**src/rtl/gpio_input.sv**
```systemverilog
// Debounced GPIO input port with a three-register CPU window (Stable, EdgeStatus, IrqEnable).
// Rising edges of the debounced pins latch into EdgeStatus and raise a level interrupt.
module gpio_input #(
    parameter int         Width         = 31,
    parameter logic [8:0] BaseAddress   = 9'd64,
    parameter int         DebounceCount = 16
) (
    input  logic             CLK,
    input  logic             Reset,
    input  logic [Width-1:0] DataInput_Pins,
    input  logic [8:0]       AddressIO,
    input  logic             ReadIO,
    input  logic             WriteIO,
    input  logic [31:0]      DataOutput,
    output logic [31:0]      DataInputTowardMicro,
    output logic             Irq
);

    localparam int CntWidth = $clog2(DebounceCount + 1);
    localparam logic [CntWidth-1:0] CntLimit = CntWidth'(DebounceCount);

    logic [Width-1:0]    syncStage1;
    logic [Width-1:0]    syncStage2;
    logic [Width-1:0]    stable;
    logic [Width-1:0]    stableNext;
    logic [Width-1:0]    edgeStatus;
    logic [Width-1:0]    irqEnable;
    logic [Width-1:0]    riseEvent;
    logic [Width-1:0]    clearMask;
    logic [Width-1:0]    writeData;
    logic [CntWidth-1:0] debounceCnt     [Width];
    logic [CntWidth-1:0] debounceCntNext [Width];
    logic                selStable;
    logic                selEdge;
    logic                selEnable;
    logic [31:0]         readValue;
    logic                unusedDataBits;

    assign selStable = (AddressIO == BaseAddress);
    assign selEdge   = (AddressIO == BaseAddress + 9'd1);
    assign selEnable = (AddressIO == BaseAddress + 9'd2);
    assign writeData = DataOutput[Width-1:0];

    // Bits of the write bus above Width have no register behind them.
    assign unusedDataBits = ^DataOutput;

    // A pin is accepted only after DebounceCount consecutive synchronized samples disagree with Stable.
    always_comb begin
        stableNext = stable;
        for (int n = 0; n < Width; n++) begin
            debounceCntNext[n] = '0;
            if (syncStage2[n] != stable[n]) begin
                if (debounceCnt[n] + 1'b1 == CntLimit) begin
                    stableNext[n] = syncStage2[n];
                end else begin
                    debounceCntNext[n] = debounceCnt[n] + 1'b1;
                end
            end
        end
    end

    assign riseEvent = stableNext & ~stable;
    assign clearMask = (WriteIO && selEdge) ? writeData : '0;

    always_comb begin
        readValue = 32'h0;
        if (selStable) begin
            readValue = 32'(stable);
        end else if (selEdge) begin
            readValue = 32'(edgeStatus);
        end else if (selEnable) begin
            readValue = 32'(irqEnable);
        end
    end

    always_ff @(posedge CLK) begin
        if (Reset) begin
            syncStage1 <= '0;
            syncStage2 <= '0;
            stable     <= '0;
            for (int n = 0; n < Width; n++) begin
                debounceCnt[n] <= '0;
            end
        end else begin
            syncStage1 <= DataInput_Pins;
            syncStage2 <= syncStage1;
            stable     <= stableNext;
            for (int n = 0; n < Width; n++) begin
                debounceCnt[n] <= debounceCntNext[n];
            end
        end
    end

    // A fresh rising edge outranks a simultaneous write-1-to-clear of the same bit.
    always_ff @(posedge CLK) begin
        if (Reset) begin
            edgeStatus           <= '0;
            irqEnable            <= '0;
            DataInputTowardMicro <= 32'h0;
            Irq                  <= 1'b0;
        end else begin
            edgeStatus <= (edgeStatus & ~clearMask) | riseEvent;
            if (WriteIO && selEnable) begin
                irqEnable <= writeData;
            end
            Irq <= |(edgeStatus & irqEnable);
            if (ReadIO) begin
                DataInputTowardMicro <= readValue;
            end
        end
    end

endmodule

```
**config.mk**
```make
export PLATFORM = sky130hd
export DESIGN_NAME = gpio_input
export DESIGN_NICKNAME = d
export VERILOG_FILES = /design/src/rtl/gpio_input.sv
export SDC_FILE = /design/constraint.sdc
export NUM_CORES = 1
export LEC_CHECK = 0
export ABC_CLOCK_PERIOD_IN_PS = 3300
export CAP_MARGIN = 20
export CELL_PAD_IN_SITES_DETAIL_PLACEMENT = 1
export CELL_PAD_IN_SITES_GLOBAL_PLACEMENT = 1
export CORE_MARGIN = 2
export CORE_UTILIZATION = 35
export DETAILED_ROUTE_END_ITERATION = 12
export HOLD_SLACK_MARGIN = 0.05
export PLACE_DENSITY_LB_ADDON = 0.12
export SLEW_MARGIN = 40
export SYNTH_ARGS = -nofsm -noshare
export SYNTH_HDL_FRONTEND = slang
export SYNTH_SLANG_ARGS = --single-unit
```
**constraint.sdc**
```tcl
create_clock -name CLK -period 3.3 [get_ports CLK]
set_input_delay 0.99 -clock CLK [delete_from_list [all_inputs] [get_ports CLK]]
set_output_delay 0.99 -clock CLK [all_outputs]
set_load 0.02 [all_outputs]
```
# Word-level counts from Yosys, hierarchy flattened
# Memory sizes are Yosys's and may differ from the RTL's.
# Index checks and enable logic that the tools add are counted.
# totals
mem_bits_ro	0
inputBits	76
n_memories	1
out_inout_bits	33
ramBits	155
wordCells	306
ff_bits	188
latchBits	0
# op_classes
addsub	31
shifts	0
n_div	0
n_mux	162
n_reduce_logical	3
n_mul	0
bitwise	37
eq_ne	65
magnitude_cmp	0
# memory_table
memory	words	word_bits	read_ports	rd_ports_with_merged_regs	write_ports	line	text
debounceCnt	31	5	31	0	31	31	logic [CntWidth-1:0] debounceCnt [Width];
# op_table
cell	n
two-way mux 5 bit	93
adder 5 x 1 -> 5 bit, second input constant	31
== test 5 bit, second input constant	31
two-way mux 31 bit	4
AND 31 bit	3
two-way mux 1 bit	65
inverter 31 bit	2
!= test 1 bit	31
bitwise OR 1 bit	31
bitwise OR 31 bit	1
OR reduction 31 bit	1
== test 9 x 7 -> 1 bit, second input constant	3
logical AND 1 bit	2

# Depth between registers and ports, before layout
# An unclocked memory read counts as a cell.
# depth
word_depth	7
mapped_depth	7

# Least setup slack after synthesis
# Ideal clock, no wire load.
# synth_timing
path_type	input-to-reg
startpoint	input port AddressIO[5]
endpoint	register irqEnable[0]
slack_ns	0.673
stages	6
path_buffers	2
arrival_time_ns	2.499
setup_ns	0.128
cell_sequence	or4b_4 or4b_1 buf_2 buf_6 mux2i_1 nor2_1
# synth_via
elab_chain_len	2
# synth_rtl
element	line	text
start, declared	11	input logic [8:0] AddressIO,
== test 9 x 7 -> 1 bit	41	assign selEnable = (AddressIO == BaseAddress + 9'd2);
logical AND 1 bit	103	if (WriteIO && selEnable) begin
end signal, assigned	104	irqEnable <= writeData;
end, declared	27	logic [Width-1:0] irqEnable;
# Every way passes these cells.
# A chain may end at the register's enable or synchronous reset.

# Worst setup path after layout
# layout_timing
startpoint	input port AddressIO[5]
endpoint	register irqEnable[9]
# Same word-level chain as after synthesis.

==> results.txt <==
----------------------------------------------------
[Place]
  Routability congestion estimate from global placement ... about 0.76
  Quantity of I/O buffers inserted on ports ... roughly 110
  Placed wire-length estimate ... 24800 microns

[Global route]
  Global-route wire length before repair ... 59200 microns
  Number of antenna violations at the first check in global routing ... 1
  Pin count of the biggest net entering global routing ... between 100 and 150
  Vias in the first global route ... 11300
  GRT Overall Usage ... 0.174
  Overflow left after global routing ... 0

[Setup path]
  R2r startpoint ... debounceCnt[0][45]
  Number of cells on the worst reg-to-reg path ... 5
  Setup CP Type ... input port to register
  R2r setup slk ... 1.43 ns
  Nature of the critical path startpoint ... input port
  Terminus of the critical flop-to-flop path ... debounceCnt[0][48]
  Critical Path AT ... 3.20 ns
  Setup crit end kind ... register
  Required time at the endpoint of the critical path ... roughly 3.7 ns
  Critical path fanouts, max ... 14

[Logic synthesis]
  Number of flops mapped to enable cells by yosys ... 0
  Async set-reset flop share out of synthesis ... 0
  Seq cells post-synth ... 342
  Mapped Nets ... about 1600
  Seq/Total Area, Yosys ... 0.475
  Mapped Cells ... 1498
  Primary FF master, synth ... sky130_fd_sc_hd__dfxtp_1
  Mean Syn Cell Area ... 9.62 sq um
  Library cells used by synthesis ... 38
  Mapped cell area ... 0.0144 sq mm
  Count of synthesis-stage warnings from yosys ... 0

[STA]
  Achievable clock frequency ... 358 MHz
  Period utilization ... 0.847
  Headroom to the max-slew limit ... 0.505
  Setup total negative slack ... 0 ns
  Endpoints failing hold ... 0
  Final setup viols ... 0
  Count of pins over their slew limit ... 0
  Period minus WS final ... 2.80 ns
  Slew @ Worst Pin ... 0.731 ns
  Setup repair after global routing missed its margin ... false
  Worst clock skew on the final layout ... 0.00707 ns

[Clock network]
  Number of buffers created by CTS ... 40
  Number of buffers between clock root and the deepest sink ... 3
  Clock Latency Late Sink ... 0.54 ns
  Post-CTS setup buffer count ... 0
  CTS sink count ... 342
  Cts repair resizes ... 0
  Clock root buffer master ... sky130_fd_sc_hd__clkbuf_16
  H-tree depth reported by CTS ... 2
  Clock tree from TritonCTS ... built
  Number of hold buffers added after CTS ... 0
  Register clock-pin slew on the reported worst setup and hold paths ... ~0.060 ns

[Detailed routing]
  Residual DRC count ... 0
  Wire length per cell after detailed routing ... 16.6 microns
  Total routed wirelength ... 35900 microns
  Count of antenna-violating nets left after detailed routing ... 0
  Pre-Repair DR Iteration Count ... 5
  DR vias/cell ... around 5
  Routed via count ... 10900
  Violation count after the first detailed-routing iteration ... around 420

[Worst hold path]
  Launch point of the worst hold path ... syncStage1[5]
  Hold Path End ... syncStage2[5]
  Class of the tightest hold or removal check ... register to register
  Hold Path Cell Cnt ... 1

[Run status]
  Result of the run ... completed

[Layout]
  Area Overhead vs Synth ... 20.7%
  Core Util, Final ... 0.427
  Most frequent standard cell in the layout excluding fill and tap cells ... sky130_fd_sc_hd__dfxtp_1
  Net count of the finished layout ... roughly 1700
  Highest-count cells in the layout ignoring fill and taps ... 342 x sky130_fd_sc_hd__dfxtp_1, 230 x sky130_fd_sc_hd__nor2_1, 124 x sky130_fd_sc_hd__nand2_1
  Share of post-route cells with drive strength above 1 ... 0.0690
  Antenna cells ... 0
  Filler cell count in the final layout ... about 4600

[Pwr]
  Share of total power in sequential cells ... 0.474
  Relative contribution of the clock network to total power ... 0.491
  Logic gate share of total power ... 0.035
  Power density of the placed cells ... 510 mW/mm^2
  Peak supply drop ... roughly 0.32 mV
  Switching Share ... 0.220
  Leakage power of the design ... approximately 6.7 nW
  Net Sw Power ... 0.00195 W
  Design internal power ... 0.00692 W

[Floorplanning]
  Row cnt ... 74
  Height of the die ... 207 microns
  Effective utilization at floorplan ... 0.354
  Die Area ... 0.0428 sq mm
  Placeable core area ... ~0.041 sq mm
  Die span in x ... approximately 210 microns
  Number of top-level pins ... 109

[Flow run]
  Max-cap check violation count ... 0

----------------------------------------------------
## logic make-up after synthesis
family / share of synthesized area
compound gates: 0.108
xor+xnor: 0.0844
fa+ha+maj: 0.0538
buf+inv: 0.0286
flops: 0.475
mux: 0.0646
other cells: 0.000260
simple gates: 0.185
## sequential cells by signal, indices dropped and copies added (netlist names)
name                  flops
DataInputTowardMicro     31
debounceCnt             155
Irq                       1
edgeStatus               31
stable                   31
irqEnable                31
syncStage1               31
syncStage2               31
## worst max-delay path, stage by stage
cell	delay [ns]
sky130_fd_sc_hd__clkdlybuf4s50_1	0.39
sky130_fd_sc_hd__or4b_4	0.58
sky130_fd_sc_hd__or4b_2	0.72
sky130_fd_sc_hd__buf_4	0.27
sky130_fd_sc_hd__mux2i_1	0.19
sky130_fd_sc_hd__nor2_1	0.05
## layout make-up
cell class,count,area (sq um),area share
multi-input combinational,1055,7190,0.413
sequential,342,6850,0.393
timing repair buffer,129,1260,0.0723
clock buffer,60,1210,0.0694
tap,532,666,0.0383
inverter,39,149,0.00856
clock inverter,12,87.6,0.00503
## worst max path at each step
stage                               end  slack (ns)          from  depth (start not counted)
final                      irqEnable[9]        0.50  AddressIO[5]                          6
after global routing       irqEnable[7]        0.41  AddressIO[5]                          6
after CTS                  irqEnable[9]        0.53  AddressIO[5]                          6
after detailed placement   irqEnable[9]       -0.05  AddressIO[5]                          6
after global placement    irqEnable[14]       -0.02  AddressIO[5]                          6
after floorplan            irqEnable[0]        0.67  AddressIO[5]                          6
## synth_stat cells, drive strengths merged (4+ instances only)
| library cell | instances | area share |
|---|---|---|
| o2bb2ai | 46 | 0.028 |
| nor2 | 230 | 0.060 |
| nor3 | 55 | 0.019 |
| nand2 | 124 | 0.032 |
| a41oi | 16 | 0.0097 |
| nand3 | 62 | 0.022 |
| inv | 39 | 0.010 |
| a311o | 4 | 0.0028 |
| a22oi | 39 | 0.020 |
| a21bo | 16 | 0.011 |
| nor3b | 11 | 0.0057 |
| nand3b | 16 | 0.0083 |
| and3 | 15 | 0.0065 |
| mux2i | 93 | 0.065 |
| buf | 11 | 0.0052 |
| xnor2 | 50 | 0.030 |
| a32o | 31 | 0.022 |
| xor2 | 89 | 0.054 |
| nor2b | 63 | 0.027 |
| ha | 62 | 0.054 |
| dfxtp | 342 | 0.47 |
| o311ai | 16 | 0.0097 |
| clkbuf | 51 | 0.013 |
## layer usage
layer / vias up / part of all wire / routed length, microns / GRT usage
met2: 156 / 0.47 / 17000 / 0.296
met4: 2 / 0.024 / 846 / 0.0545
met3: 62 / 0.042 / 1490 / 0.0322
met1: 5270 / 0.46 / 16500 / 0.223
li1: 5402 / - / - / -
met5: - / 0.00031 / 11 / 0
## power by group through the flow
stage	clock network, W	registers [W]	logic (W)
finish	0.00435	0.00421	0.000313
floorplan	0	0.00429	0.000146
global route	0.00468	0.00421	0.000347
global placement	0	0.00430	0.000316
detailed placement	0	0.00430	0.000319
CTS	0.00451	0.00421	0.000322
## through the flow
stage	cells	worst slack, ns	power (W)	hold slack, ns	area, sq um
after floorplan	1498	0.673	0.00443	0.414	14400
after global placement	2097	-0.0238	0.00461	0.420	16100
after detailed placement	2097	-0.0511	0.00462	0.428	16100
after CTS	2169	0.527	0.00904	0.440	17400
after global routing	2169	0.415	0.00924	0.460	17400
final	2169	0.504	0.00887	0.436	17400
Power figures use the tool's default switching activity.
